[src/rtl/rr_mux4_arbiter_pkg.sv]
// Shared definitions for the round-robin 4:1 mux arbiter: state encodings,
// requester count, hold counter width and a one-hot helper.
package rr_mux4_arbiter_pkg;

  localparam int NREQ   = 4;
  localparam int HOLD_W = 4;

  typedef enum logic {
    ST_IDLE  = 1'b0,
    ST_GRANT = 1'b1
  } state_t;

  // Convert a requester index into its one-hot grant vector.
  function automatic logic [NREQ-1:0] idx_to_onehot(input logic [1:0] idx);
    logic [NREQ-1:0] vec;
    vec      = {NREQ{1'b0}};
    vec[idx] = 1'b1;
    return vec;
  endfunction

endpackage

[src/rtl/rr_mux4_arbiter_mux4_1.sv]
// Behavioural 4:1 single-bit multiplexer shared by the four requesters.
module mux4_1 (
  input  logic [3:0] in,
  input  logic [1:0] select,
  output logic       out
);

  // Route the selected input bit to the output.
  always_comb begin
    out = 1'b0;
    case (select)
      2'd0:    out = in[0];
      2'd1:    out = in[1];
      2'd2:    out = in[2];
      2'd3:    out = in[3];
      default: out = 1'b0;
    endcase
  end

endmodule

[src/rtl/rr_mux4_arbiter.sv]
// Round-robin arbiter in front of a 4:1 mux. Grants one requester at a time,
// drives the mux select from the registered grant, and bounds how long an
// owner may keep the path while somebody else is waiting.
module rr_mux4_arbiter
  import rr_mux4_arbiter_pkg::*;
#(
  parameter int MAX_HOLD = 4
) (
  input  logic       clk,
  input  logic       rst_n,
  input  logic [3:0] req,
  input  logic [3:0] data_in,
  output logic [3:0] gnt,
  output logic [1:0] sel,
  output logic       valid,
  output logic       data_out
);

  localparam logic [HOLD_W-1:0] HOLD_MAX = HOLD_W'(MAX_HOLD);
  localparam logic [HOLD_W-1:0] HOLD_ONE = {{(HOLD_W-1){1'b0}}, 1'b1};

  state_t            state_r;
  state_t            state_n;
  logic [1:0]        ptr_r;
  logic [1:0]        ptr_n;
  logic [HOLD_W-1:0] hold_cnt_r;
  logic [HOLD_W-1:0] hold_cnt_n;
  logic [NREQ-1:0]   gnt_r;
  logic [NREQ-1:0]   gnt_n;
  logic [1:0]        sel_r;
  logic [1:0]        sel_n;
  logic              valid_r;
  logic              valid_n;

  logic [NREQ-1:0]   search_mask_s;
  logic [1:0]        cand_s;
  logic [1:0]        win_idx_s;
  logic              win_found_s;
  logic              owner_req_s;
  logic              others_req_s;
  logic              release_s;
  logic              mux_out_s;

  // Rotating winner search starting just after the last granted index.
  // While a grant is active the current owner is masked out, so a release
  // always hands over to somebody else.
  always_comb begin
    search_mask_s = (state_r == ST_GRANT) ? (req & ~gnt_r) : req;
    cand_s        = 2'd0;
    win_idx_s     = 2'd0;
    win_found_s   = 1'b0;
    for (int k = 1; k <= NREQ; k++) begin
      cand_s = ptr_r + 2'(k);
      if (!win_found_s && search_mask_s[cand_s]) begin
        win_found_s = 1'b1;
        win_idx_s   = cand_s;
      end else begin
        win_found_s = win_found_s;
      end
    end
  end

  // Release decision for the current owner.
  always_comb begin
    owner_req_s  = req[sel_r];
    others_req_s = |(req & ~gnt_r);
    release_s    = !owner_req_s || ((hold_cnt_r == HOLD_MAX) && others_req_s);
  end

  // Next-state and next-output logic of the two-state arbiter.
  always_comb begin
    state_n    = state_r;
    ptr_n      = ptr_r;
    hold_cnt_n = hold_cnt_r;
    gnt_n      = gnt_r;
    sel_n      = sel_r;
    valid_n    = valid_r;
    case (state_r)
      ST_IDLE: begin
        if (win_found_s) begin
          state_n    = ST_GRANT;
          ptr_n      = win_idx_s;
          hold_cnt_n = HOLD_ONE;
          gnt_n      = idx_to_onehot(win_idx_s);
          sel_n      = win_idx_s;
          valid_n    = 1'b1;
        end else begin
          gnt_n   = {NREQ{1'b0}};
          valid_n = 1'b0;
        end
      end
      ST_GRANT: begin
        if (release_s) begin
          if (win_found_s) begin
            // Direct handover, no idle bubble between owners.
            ptr_n      = win_idx_s;
            hold_cnt_n = HOLD_ONE;
            gnt_n      = idx_to_onehot(win_idx_s);
            sel_n      = win_idx_s;
            valid_n    = 1'b1;
          end else begin
            state_n    = ST_IDLE;
            hold_cnt_n = {HOLD_W{1'b0}};
            gnt_n      = {NREQ{1'b0}};
            valid_n    = 1'b0;
          end
        end else begin
          // Owner keeps the path; the counter saturates so a sole
          // requester is never forced off.
          if (hold_cnt_r < HOLD_MAX) begin
            hold_cnt_n = hold_cnt_r + HOLD_ONE;
          end else begin
            hold_cnt_n = hold_cnt_r;
          end
        end
      end
      default: begin
        state_n    = ST_IDLE;
        hold_cnt_n = {HOLD_W{1'b0}};
        gnt_n      = {NREQ{1'b0}};
        valid_n    = 1'b0;
      end
    endcase
  end

  // State and registered outputs; reset leaves requester 0 with first priority.
  always_ff @(posedge clk or negedge rst_n) begin
    if (!rst_n) begin
      state_r    <= ST_IDLE;
      ptr_r      <= 2'b11;
      hold_cnt_r <= {HOLD_W{1'b0}};
      gnt_r      <= {NREQ{1'b0}};
      sel_r      <= 2'b00;
      valid_r    <= 1'b0;
    end else begin
      state_r    <= state_n;
      ptr_r      <= ptr_n;
      hold_cnt_r <= hold_cnt_n;
      gnt_r      <= gnt_n;
      sel_r      <= sel_n;
      valid_r    <= valid_n;
    end
  end

  mux4_1 u_mux (
    .in     (data_in),
    .select (sel_r),
    .out    (mux_out_s)
  );

  // Drive ports; data_out is gated so an idle path always reads 0.
  always_comb begin
    gnt      = gnt_r;
    sel      = sel_r;
    valid    = valid_r;
    data_out = mux_out_s & valid_r;
  end

endmodule
[config.mk]
export PLATFORM = sky130hd
export DESIGN_NAME = rr_mux4_arbiter
export DESIGN_NICKNAME = d
export VERILOG_FILES = /design/src/rtl/rr_mux4_arbiter_pkg.sv /design/src/rtl/rr_mux4_arbiter_mux4_1.sv /design/src/rtl/rr_mux4_arbiter.sv
export SDC_FILE = /design/constraint.sdc
export NUM_CORES = 1
export LEC_CHECK = 0
export ABC_AREA = 1
export CAP_MARGIN = 20
export CORE_MARGIN = 2
export CORE_UTILIZATION = 47
export CTS_CLUSTER_DIAMETER = 200
export CTS_CLUSTER_SIZE = 40
export DETAILED_ROUTE_END_ITERATION = 10
export PLACE_DENSITY_LB_ADDON = 0.12
export SLEW_MARGIN = 25
export SYNTH_ARGS = -nofsm -noshare
export SYNTH_HDL_FRONTEND = slang
export SYNTH_SLANG_ARGS = --single-unit
[constraint.sdc]
create_clock -name clk -period 1.8 [get_ports clk]
set_input_delay 0.45 -clock clk [delete_from_list [all_inputs] [get_ports clk]]
set_output_delay 0.45 -clock clk [all_outputs]
set_load 0.03 [all_outputs]
# Word-level counts from Yosys, hierarchy flattened
# Cells that the tools add are included.
[word_totals]
out_inout_bits = 8
regBits = 14
in_bits = 10
word_cells = 83
[classes]
addsub = 4
n_eq_ne = 7
bitwise_logic = 4
n_lt_le_gt_ge = 8
reduce_logical = 13
n_mux = 41
[ops]
columns = ["cell", "n"]
rows = [
  ["2-to-1 mux 4 bit", 6],
  ["less-than comparator 2 x 3 -> 1 bit, second input constant", 6],
  ["2-to-1 mux 2 bit", 8],
  ["case mux 4 bit (2 select lines)", 2],
  ["2-to-1 mux 1 bit", 14],
  ["binary-select mux 1 bit (select 2 bit)", 5],
  ["case mux 2 bit (2 select lines)", 2],
  ["logical AND 1 bit", 5],
  ["adder 2 bit, second input constant", 2],
  ["adder 4 x 1 -> 4 bit, second input constant", 1],
  ["bitwise AND 4 bit", 1],
  ["equality test 2 bit, second input constant", 2],
  ["equality test 4 x 3 -> 1 bit, second input constant", 1],
  ["logical NOT 1 bit", 4],
  ["less-than comparator 4 x 3 -> 1 bit, second input constant", 1],
  ["NOT 4 bit", 1],
  ["case mux 1 bit (2 select lines)", 2],
  ["case mux 1 bit (4 select lines)", 1],
  ["OR reduction 4 bit", 1],
  ["!= test 3 x 1 -> 1 bit, second input constant", 1],
  ["adder 2 x 1 -> 2 bit, second input constant", 1],
  ["demux 1 bit (select 2 bit)", 1],
  ["equality test 2 x 1 -> 1 bit, second input constant", 1],
  [">= comparator 2 x 1 -> 1 bit, second input constant", 1],
  ["7 further kinds", 7],
]

# Logic depth before layout (Yosys ltp)
# Gate-level depths: netlist (run 1).
[logic_depth]
ltp_word = 22
ltp_mapped = 14
mapped_depth_nobuf = 13

# Hierarchy
# A second synthesis (run 1) with hierarchy kept.
[unflattened]
cells_unflattened = 165
hier_area_um2 = 1138.6
[by_module_without_submodules]
columns = ["mod", "instances", "cells_per_inst", "area_per_inst_um2"]
rows = [
  ["rr_mux4_arbiter", 1, 152, 1087.3],
  ["mux4_1", 1, 13, 51.3],
]

# Worst setup path before layout (run 1)
# Ideal clock, no wire load.
[synth_timing]
path_type = "register -> output"
start = "register sel_r[0], in the netlist sel[0]"
end = "output port data_out"
arrival_time_ps = 1538
stages_incl_launch_ff = 4
required_ps = 1350
n_path_buf = 0
path_slack_ps = -188
path_cell_list = "dfrtp_1 -> inv_2 -> a21oi_1 -> a221oi_1"
[synth_via]
elab_chain_cells = 3
word_cells_on_any_way = 6
classes_between = "eq/ne (3); mux (1); bitwise (1); reduce/logical (1)"
[synth_rtl]
columns = ["item", "line", "rtl"]
rows = [
  ["from (decl)", "rr_mux4_arbiter.sv:30", "logic [1:0] sel_r;"],
  ["from (signal assigned)", "rr_mux4_arbiter.sv:140", "sel_r <= sel_n;"],
  ["equality test 2 bit (tied with other cells)", "rr_mux4_arbiter_mux4_1.sv:11", "case (select)"],
  ["case mux 1 bit (4 select lines) (*)", "rr_mux4_arbiter_mux4_1.sv:11", ""],
  ["bitwise AND 1 bit (*)", "rr_mux4_arbiter.sv:156", "data_out = mux_out_s & valid_r;"],
  ["to (decl)", "rr_mux4_arbiter.sv:16", "output logic data_out"],
]
# Every way passes the cells marked *; elsewhere a longest branch is shown, timed or not.

# Worst setup path after layout (run 1)
[layout_timing]
start = "register ptr_r[0]"
end = "register hold_cnt_r[0]"
[layout_via]
elab_chain_cells = 16
word_cells_on_any_way = 26
classes_between = "add/sub (3); eq/ne (1); mux (15); reduce/logical (7)"
[layout_rtl]
columns = ["item", "line", "rtl"]
rows = [
  ["from (decl)", "rr_mux4_arbiter.sv:24", "logic [1:0] ptr_r;"],
  ["from (signal assigned)", "rr_mux4_arbiter.sv:137", "ptr_r <= ptr_n;"],
  ["adder 2 x 1 -> 2 bit", "rr_mux4_arbiter.sv:53", "cand_s = ptr_r + 2'(k);"],
  ["binary-select mux 1 bit (select 2 bit)", "rr_mux4_arbiter.sv:54", "if (!win_found_s && search_mask_s[cand_s]) begin"],
  ["2-to-1 mux 1 bit (not written as such)", "rr_mux4_arbiter.sv:54", ""],
  ["2-to-1 mux 1 bit", "rr_mux4_arbiter.sv:54", ""],
  ["logical NOT 1 bit", "rr_mux4_arbiter.sv:54", ""],
  ["logical AND 1 bit", "rr_mux4_arbiter.sv:54", ""],
  ["2-to-1 mux 1 bit", "rr_mux4_arbiter.sv:54", ""],
  ["logical NOT 1 bit", "rr_mux4_arbiter.sv:54", ""],
  ["logical AND 1 bit", "rr_mux4_arbiter.sv:54", ""],
  ["2-to-1 mux 1 bit", "rr_mux4_arbiter.sv:54", ""],
  ["logical NOT 1 bit", "rr_mux4_arbiter.sv:54", ""],
  ["logical AND 1 bit", "rr_mux4_arbiter.sv:54", ""],
  ["2-to-1 mux 1 bit (*)", "rr_mux4_arbiter.sv:54", ""],
  ["2-to-1 mux 1 bit", "rr_mux4_arbiter.sv:94", "if (win_found_s) begin"],
  ["2-to-1 mux 4 bit", "rr_mux4_arbiter.sv:93", "if (release_s) begin"],
  ["case mux 4 bit (2 select lines)", "rr_mux4_arbiter.sv:78", "case (state_r)"],
  ["to (signal assigned)", "rr_mux4_arbiter.sv:131", "hold_cnt_r <= {HOLD_W{1'b0}};"],
  ["to (signal assigned)", "rr_mux4_arbiter.sv:138", "hold_cnt_r <= hold_cnt_n;"],
  ["to (decl)", "rr_mux4_arbiter.sv:26", "logic [HOLD_W-1:0] hold_cnt_r;"],
]
# Every way passes the cells marked *; elsewhere a longest branch is shown, timed or not. The select of a mux whose other input is x is not followed.
# A chain may end at the register's enable or synchronous reset.

==> results.json, run 1 <==
{
  "overflow": 0,
  "grt_max_degree": 15,
  "netlist_top_cells_area": "dfrtp_1 29%, nand2_1 18%, nand3_1 8.2%, inv_1 5.4%, dfstp_2 5.0%",
  "synth.most_common_cell": "nand2_1",
  "syn_to_final_growth_pct": 47.4,
  "ctsHtreeMaxLevel": 1,
  "num_io_pins": 18,
  "crit_fanout": 6,
  "routed_wl_um": 2850,
  "first_global_vias": 1109,
  "worstMarginPinSlew_ns": 0.314,
  "fp.dieW_um": 51.1,
  "core_area_sq_mm": 0.00215,
  "syn_nets": 159,
  "timing.rr.end": "hold_cnt_r[0]",
  "ys_seq_area_frac": 0.339,
  "track_usage": 0.240,
  "maxSlewViolCount": 0,
  "critPathLaunchType": "flop",
  "syn_area_sq_mm": 0.00104,
  "min_period_ns": 1.86,
  "syn_inst": 147,
  "synthFlopType": "dfrtp_1",
  "synth_seq_cells": 14,
  "place_ws_ns": -0.337,
  "grt_pass1_wl_um": 4730,
  "fillers": 177,
  "die_h_um": 51.1,
  "place.gp.congestion": 0.906,
  "drtIter0Drc": 10,
  "tritoncts": "yes",
  "report.final.hold_viol_count": 0,
  "synthTopCellsByCount": "50 x nand2_1, 17 x nand3_1, 15 x inv_1",
  "ys_types": 26,
  "cts_root_buf": "clkbuf_4",
  "vias_per_cell": 5.20,
  "synth_top_area_share": 0.288,
  "status": "finished, violations left",
  "dp_hpwl_um": 2030,
  "yosys.area.top_type": "dfrtp_1",
  "dieArea_sq_mm": 0.00261,
  "antenna_found_initial": 0,
  "crit_required_ns": 1.98,
  "drcViolationCount": 0,
  "ys.warnings.count": 0,
  "worst_slack_ns": -0.0554,
  "postLayoutCoreUtil": 0.715,
  "num_vias": 1098,
  "synthArstFlopShare": 1.00,
  "start_util": 0.485,
  "place_inst": 198,
  "cts_buffers": 3,
  "setup_viol": 6,
  "rows": 17,
  "skew_ns": 0.00959,
  "max_freq_ghz": 0.539,
  "rsz0062_at_grt": "yes",
  "drt-pass1-iter-count": 4,
  "synth_edf_count": 0,
  "ant_nets": 0,
  "max-slew-margin-rel": 0.790,
  "finalSetupTns_ns": -0.210,
  "hp-class": "in2async",
  "syn_avg_cell_area_sq_um": 7.09,
  "port_buffers": 17,
  "clkTransAtPathRegs_ns": 0.09,
  "reg2reg_setup_slack_ns": -0.06,
  "clock_path_buffers": 2,
  "wl_per_cell_um": 13.5,
  "cts.sinks": 14,
  "finish.net_count": 196,
  "fin_crit_sh": 1.03,
  "r2r_cells": 12,
  "r2r_start": "ptr_r[0]",
  "drv_cap": 0,
  "worstPathArrival_ns": 2.04,
  "diodes": 0,
  "failed_checks": "negative setup slack",
  "end_kind": "flop",
  "drive_gt1_frac": 0.432,
  "crit_type": "reg2reg",
  "instances_no_fill": 211,
  "hold_buffers": 0,
  "clk_latency_ns": 0.28
}
-- routing by layer --
metal  share of wire  global-route usage  up-vias  wire length [um]
met1            0.44               0.298      524              1240
met4          0.0088              0.0946        0                25
met5               0                   0        -                 0
met2            0.53               0.424       21              1520
met3           0.022              0.0263        4                62
li1                -                   -      549                 -
-- critical path, cell delays in order (launching register included) --
cell and delay [ns]:
dfstp_2 0.66, inv_4 0.08, nand3_2 0.09, nand2_2 0.07, nand2_2 0.08, nand2_2 0.07
nor2_4 0.15, buf_4 0.12, nand3b_1 0.13, nand2_1 0.12, nand3_2 0.07, nand2_1 0.06
nand2_1 0.05
-- layout by cell type, fill, tap and decap left out --
| cell type | n |
|---|---|
| a21boi_0 | 1 |
| a21oi_1 | 2 |
| a21oi_2 | 3 |
| a221oi_2 | 1 |
| a22oi_1 | 1 |
| buf_4 | 15 |
| buf_6 | 3 |
| clkbuf_4 | 3 |
| clkbuf_8 | 1 |
| clkdlybuf4s50_1 | 2 |
| dfrtp_1 | 11 |
| dfrtp_2 | 1 |
| dfstp_2 | 2 |
| dlygate4sd2_1 | 13 |
| dlymetal6s2s_1 | 1 |
| ha_1 | 2 |
| inv_1 | 13 |
| inv_2 | 5 |
| inv_4 | 2 |
| nand2_1 | 37 |
| nand2_2 | 20 |
| nand2_4 | 1 |
| nand3_1 | 9 |
| nand3_2 | 10 |
| nand3_4 | 2 |
| nand3b_1 | 1 |
| nand4_1 | 3 |
| nor2_1 | 1 |
| nor2_4 | 5 |
| o21ai_0 | 3 |
| o21ai_1 | 3 |
| o21ai_2 | 2 |
| o21ai_4 | 1 |
| xnor2_2 | 1 |
| xor2_1 | 1 |
| xor2_2 | 1 |
-- cells by family (layout without fill, tap and decap cells) --
family / after synthesis / in the layout / share of synthesized area
compound gates: 17 / 17 / 0.101
xor+xnor: 3 / 3 / 0.0252
fa+ha+maj: 2 / 2 / 0.0240
buf+inv: 22 / 58 / 0.0900
flops: 14 / 14 / 0.339
simple gates: 89 / 89 / 0.421
-- repair_timing --
item / in CTS / in global routing
gates resized for setup: 31 / 26
pin swaps: 10 / 17
setup endpoints to repair: 13 / 15
setup buffers: 8 / 1
-- worst max path at each step --
| stage | endpoint | slack (ns) | depth (start not counted) | startpoint |
|---|---|---|---|---|
| 2_1_floorplan | data_out | 0.08 | 3 | sel[0] |
| 3_3_place_gp | sel[1] | -0.32 | 11 | req[1] |
| 3_5_place_dp | sel[1] | -0.34 | 11 | req[1] |
| 4_1_cts | hold_cnt_r[0] | 0.003 | 13 | ptr_r[0] |
| 5_1_grt | sel[0] | -0.17 | 11 | ptr_r[0] |
| 6_report | hold_cnt_r[0] | -0.06 | 12 | ptr_r[0] |
-- metrics by stage --
stage               instance area (sq um)  hold slack, ns
finish                               1540           0.468
global route                         1540           0.477
CTS                                  1440           0.468
detailed placement                   1290           0.499
global placement                     1290           0.496
floorplan                            1050           0.154
-- cell type report --
class,instances,area [sq um],area share
Timing Repair Buffer,34,293,0.191
Multi-Input combinational cell,111,738,0.480
Tap cell,28,35.0,0.0228
Sequential cell,14,354,0.230
Clock buffer,4,36.3,0.0236
Inverter,20,80.1,0.0521
-- sequential cells by signal (all words and copies together) (netlist names) --
name and flops:
valid 1, hold_cnt_r 4, gnt 4, sel 2, ptr_r 2, state_r 1
Power of run 1 is not shown: default switching activity piles up to over one toggle a cycle in this logic, so the estimate is an artifact.
==> inputs of run 2 (changes only) <==
- CORE_UTILIZATION: 47 -> 45
==> results.json, run 2 (synthesis gave the netlist of run 1 again) <==
{
  "grt_max_degree": 15,
  "layout_common_cells": "36 x nand2_1, 21 x nand2_2, 14 x inv_1",
  "maxSlewViolCount": 0,
  "setup_viol": 7,
  "p_leak_nw": 0.757,
  "num_io_pins": 18,
  "crit_type": "reg2reg",
  "cts_buffers": 3,
  "fillers": 200,
  "postPlaceCellArea_sq_mm": 0.00129,
  "tritoncts": "yes",
  "dp_hpwl_um": 2020,
  "place.gp.congestion": 0.840,
  "vias_per_cell": 5.25,
  "clkTransAtPathRegs_ns": 0.08,
  "diodes": 0,
  "critPathLaunchType": "flop",
  "finish.net_count": 192,
  "drt-pass1-iter-count": 4,
  "crit_top_cell": "nand2_1",
  "clock_path_buffers": 2,
  "core_area_sq_mm": 0.00219,
  "drcViolationCount": 0,
  "drive_gt1_frac": 0.385,
  "ant_nets": 0,
  "cts_root_buf": "clkbuf_4",
  "failed_checks": "negative setup slack",
  "cts.sinks": 14,
  "track_usage": 0.215,
  "fp.dieW_um": 52.1,
  "critPathSlowestCell": "dfstp_2",
  "seqCellArea_sq_um": 354,
  "worstMarginPinSlew_ns": 0.328,
  "rsz0062_at_grt": "yes",
  "worst_slack_ns": -0.0488,
  "start_util": 0.476,
  "dieArea_sq_mm": 0.00272,
  "wl_per_cell_um": 13.1,
  "ir_worst_vdd_mv": 1.27,
  "crit_chain": "buf_4, nand3_1, nand2_2, nand2_1, nand2_2, nand3_2, nand2_1, nand2_1, nand2_2, inv_1, nand3_1, nand2_1",
  "min_period_ns": 1.85,
  "skew_ns": 0.000620,
  "report.final.hold_viol_count": 0,
  "multi_input_area_sq_um": 714,
  "hp-class": "in2async",
  "end_kind": "flop",
  "cpLargestDelayFamily": "simple AND/OR/NAND/NOR gates",
  "grt_pass1_wl_um": 4280,
  "hold_buffers": 0,
  "clk_latency_ns": 0.28,
  "rows": 17,
  "max-slew-margin-rel": 0.782,
  "power.density_mw_per_mm2": 2230,
  "port_buffers": 17,
  "crit_fanout": 6,
  "worstPathArrival_ns": 2.02,
  "max_freq_ghz": 0.541,
  "cpPeakStageDelay_ns": 0.65,
  "routed_wl_um": 2720,
  "num_vias": 1087,
  "drtIter0Drc": 18,
  "syn_to_final_growth_pct": 42.1,
  "die_h_um": 52.1,
  "status": "finished, violations left",
  "stdcell_area_sq_mm": 0.00148,
  "final_common_cell": "nand2_1",
  "antenna_found_initial": 0,
  "postLayoutCoreUtil": 0.676,
  "drv_cap": 0,
  "fin_crit_sh": 1.03,
  "crit_required_ns": 1.98,
  "finalPower_mw": 3.31,
  "overflow": 0,
  "cp_num_buf_inv": 2,
  "ctsHtreeMaxLevel": 1,
  "first_global_vias": 1036
}
==> run 2: layout make-up <==
| class | count | area share |
|---|---|---|
| Timing Repair Buffer | 30 | 0.175 |
| Inverter | 20 | 0.0557 |
| Clock buffer | 4 | 0.0245 |
| Tap cell | 28 | 0.0236 |
| Multi-Input combinational cell | 111 | 0.482 |
| Sequential cell | 14 | 0.239 |
==> run 2: worst paths after layout <==
| path | startpoint | to | slack, ns | cells past startpoint |
|---|---|---|---|---|
| min reg2reg | gnt[0] | gnt[0] | 0.50 | 2 |
| max | ptr_r[0] | gnt[0] | -0.05 | 12 |
| max reg2reg | ptr_r[0] | gnt[0] | -0.05 | 12 |
| min in group clk | gnt[0] | gnt[0] | 0.50 | 2 |
| min | rst_n | valid | 0.47 | 2 |
| max in group asynchronous | rst_n | ptr_r[1] | 1.09 | 2 |
==> run 2: timing repair <==
item | 4_1_cts | 5_1_grt
endpoints found under the setup margin | 16 | 15
gates resized for setup | 24 | 25
buffers inserted | 3 | 2
pin swaps | 4 | 8
==> run 2: report_power, final <==
group	leakage (nW)	switching (mW)	internal [mW]	total [mW]
clock	0.0210	0.101	0.123	0.224
sequential	0.169	0.158	0.471	0.629
combinational	0.567	1.50	0.957	2.46
total	0.757	1.76	1.55	3.31
==> run 2: per-layer routing <==
metal	global-route usage	wire [um]	vias up	part of all wire
met1	0.270	1200	528	0.44
met3	0.0259	67	4	0.025
li1	-	-	534	-
met4	0.0789	27	0	0.0099
met5	0	0	-	0
met2	0.376	1420	21	0.52
==> run 2: per-stage QoR <==
stage / setup slack [ns] / TNS, ns / hold slack (ns) / instances
floorplan: 0.0816 / 0 / 0.154 / 147
global placement: -0.334 / -3.99 / 0.495 / 198
detailed placement: -0.352 / -4.36 / 0.494 / 198
CTS: -0.0150 / -0.0150 / 0.473 / 205
global route: -0.159 / -1.44 / 0.498 / 207
finish: -0.0488 / -0.152 / 0.468 / 207
Power figures use the tool's default switching activity.
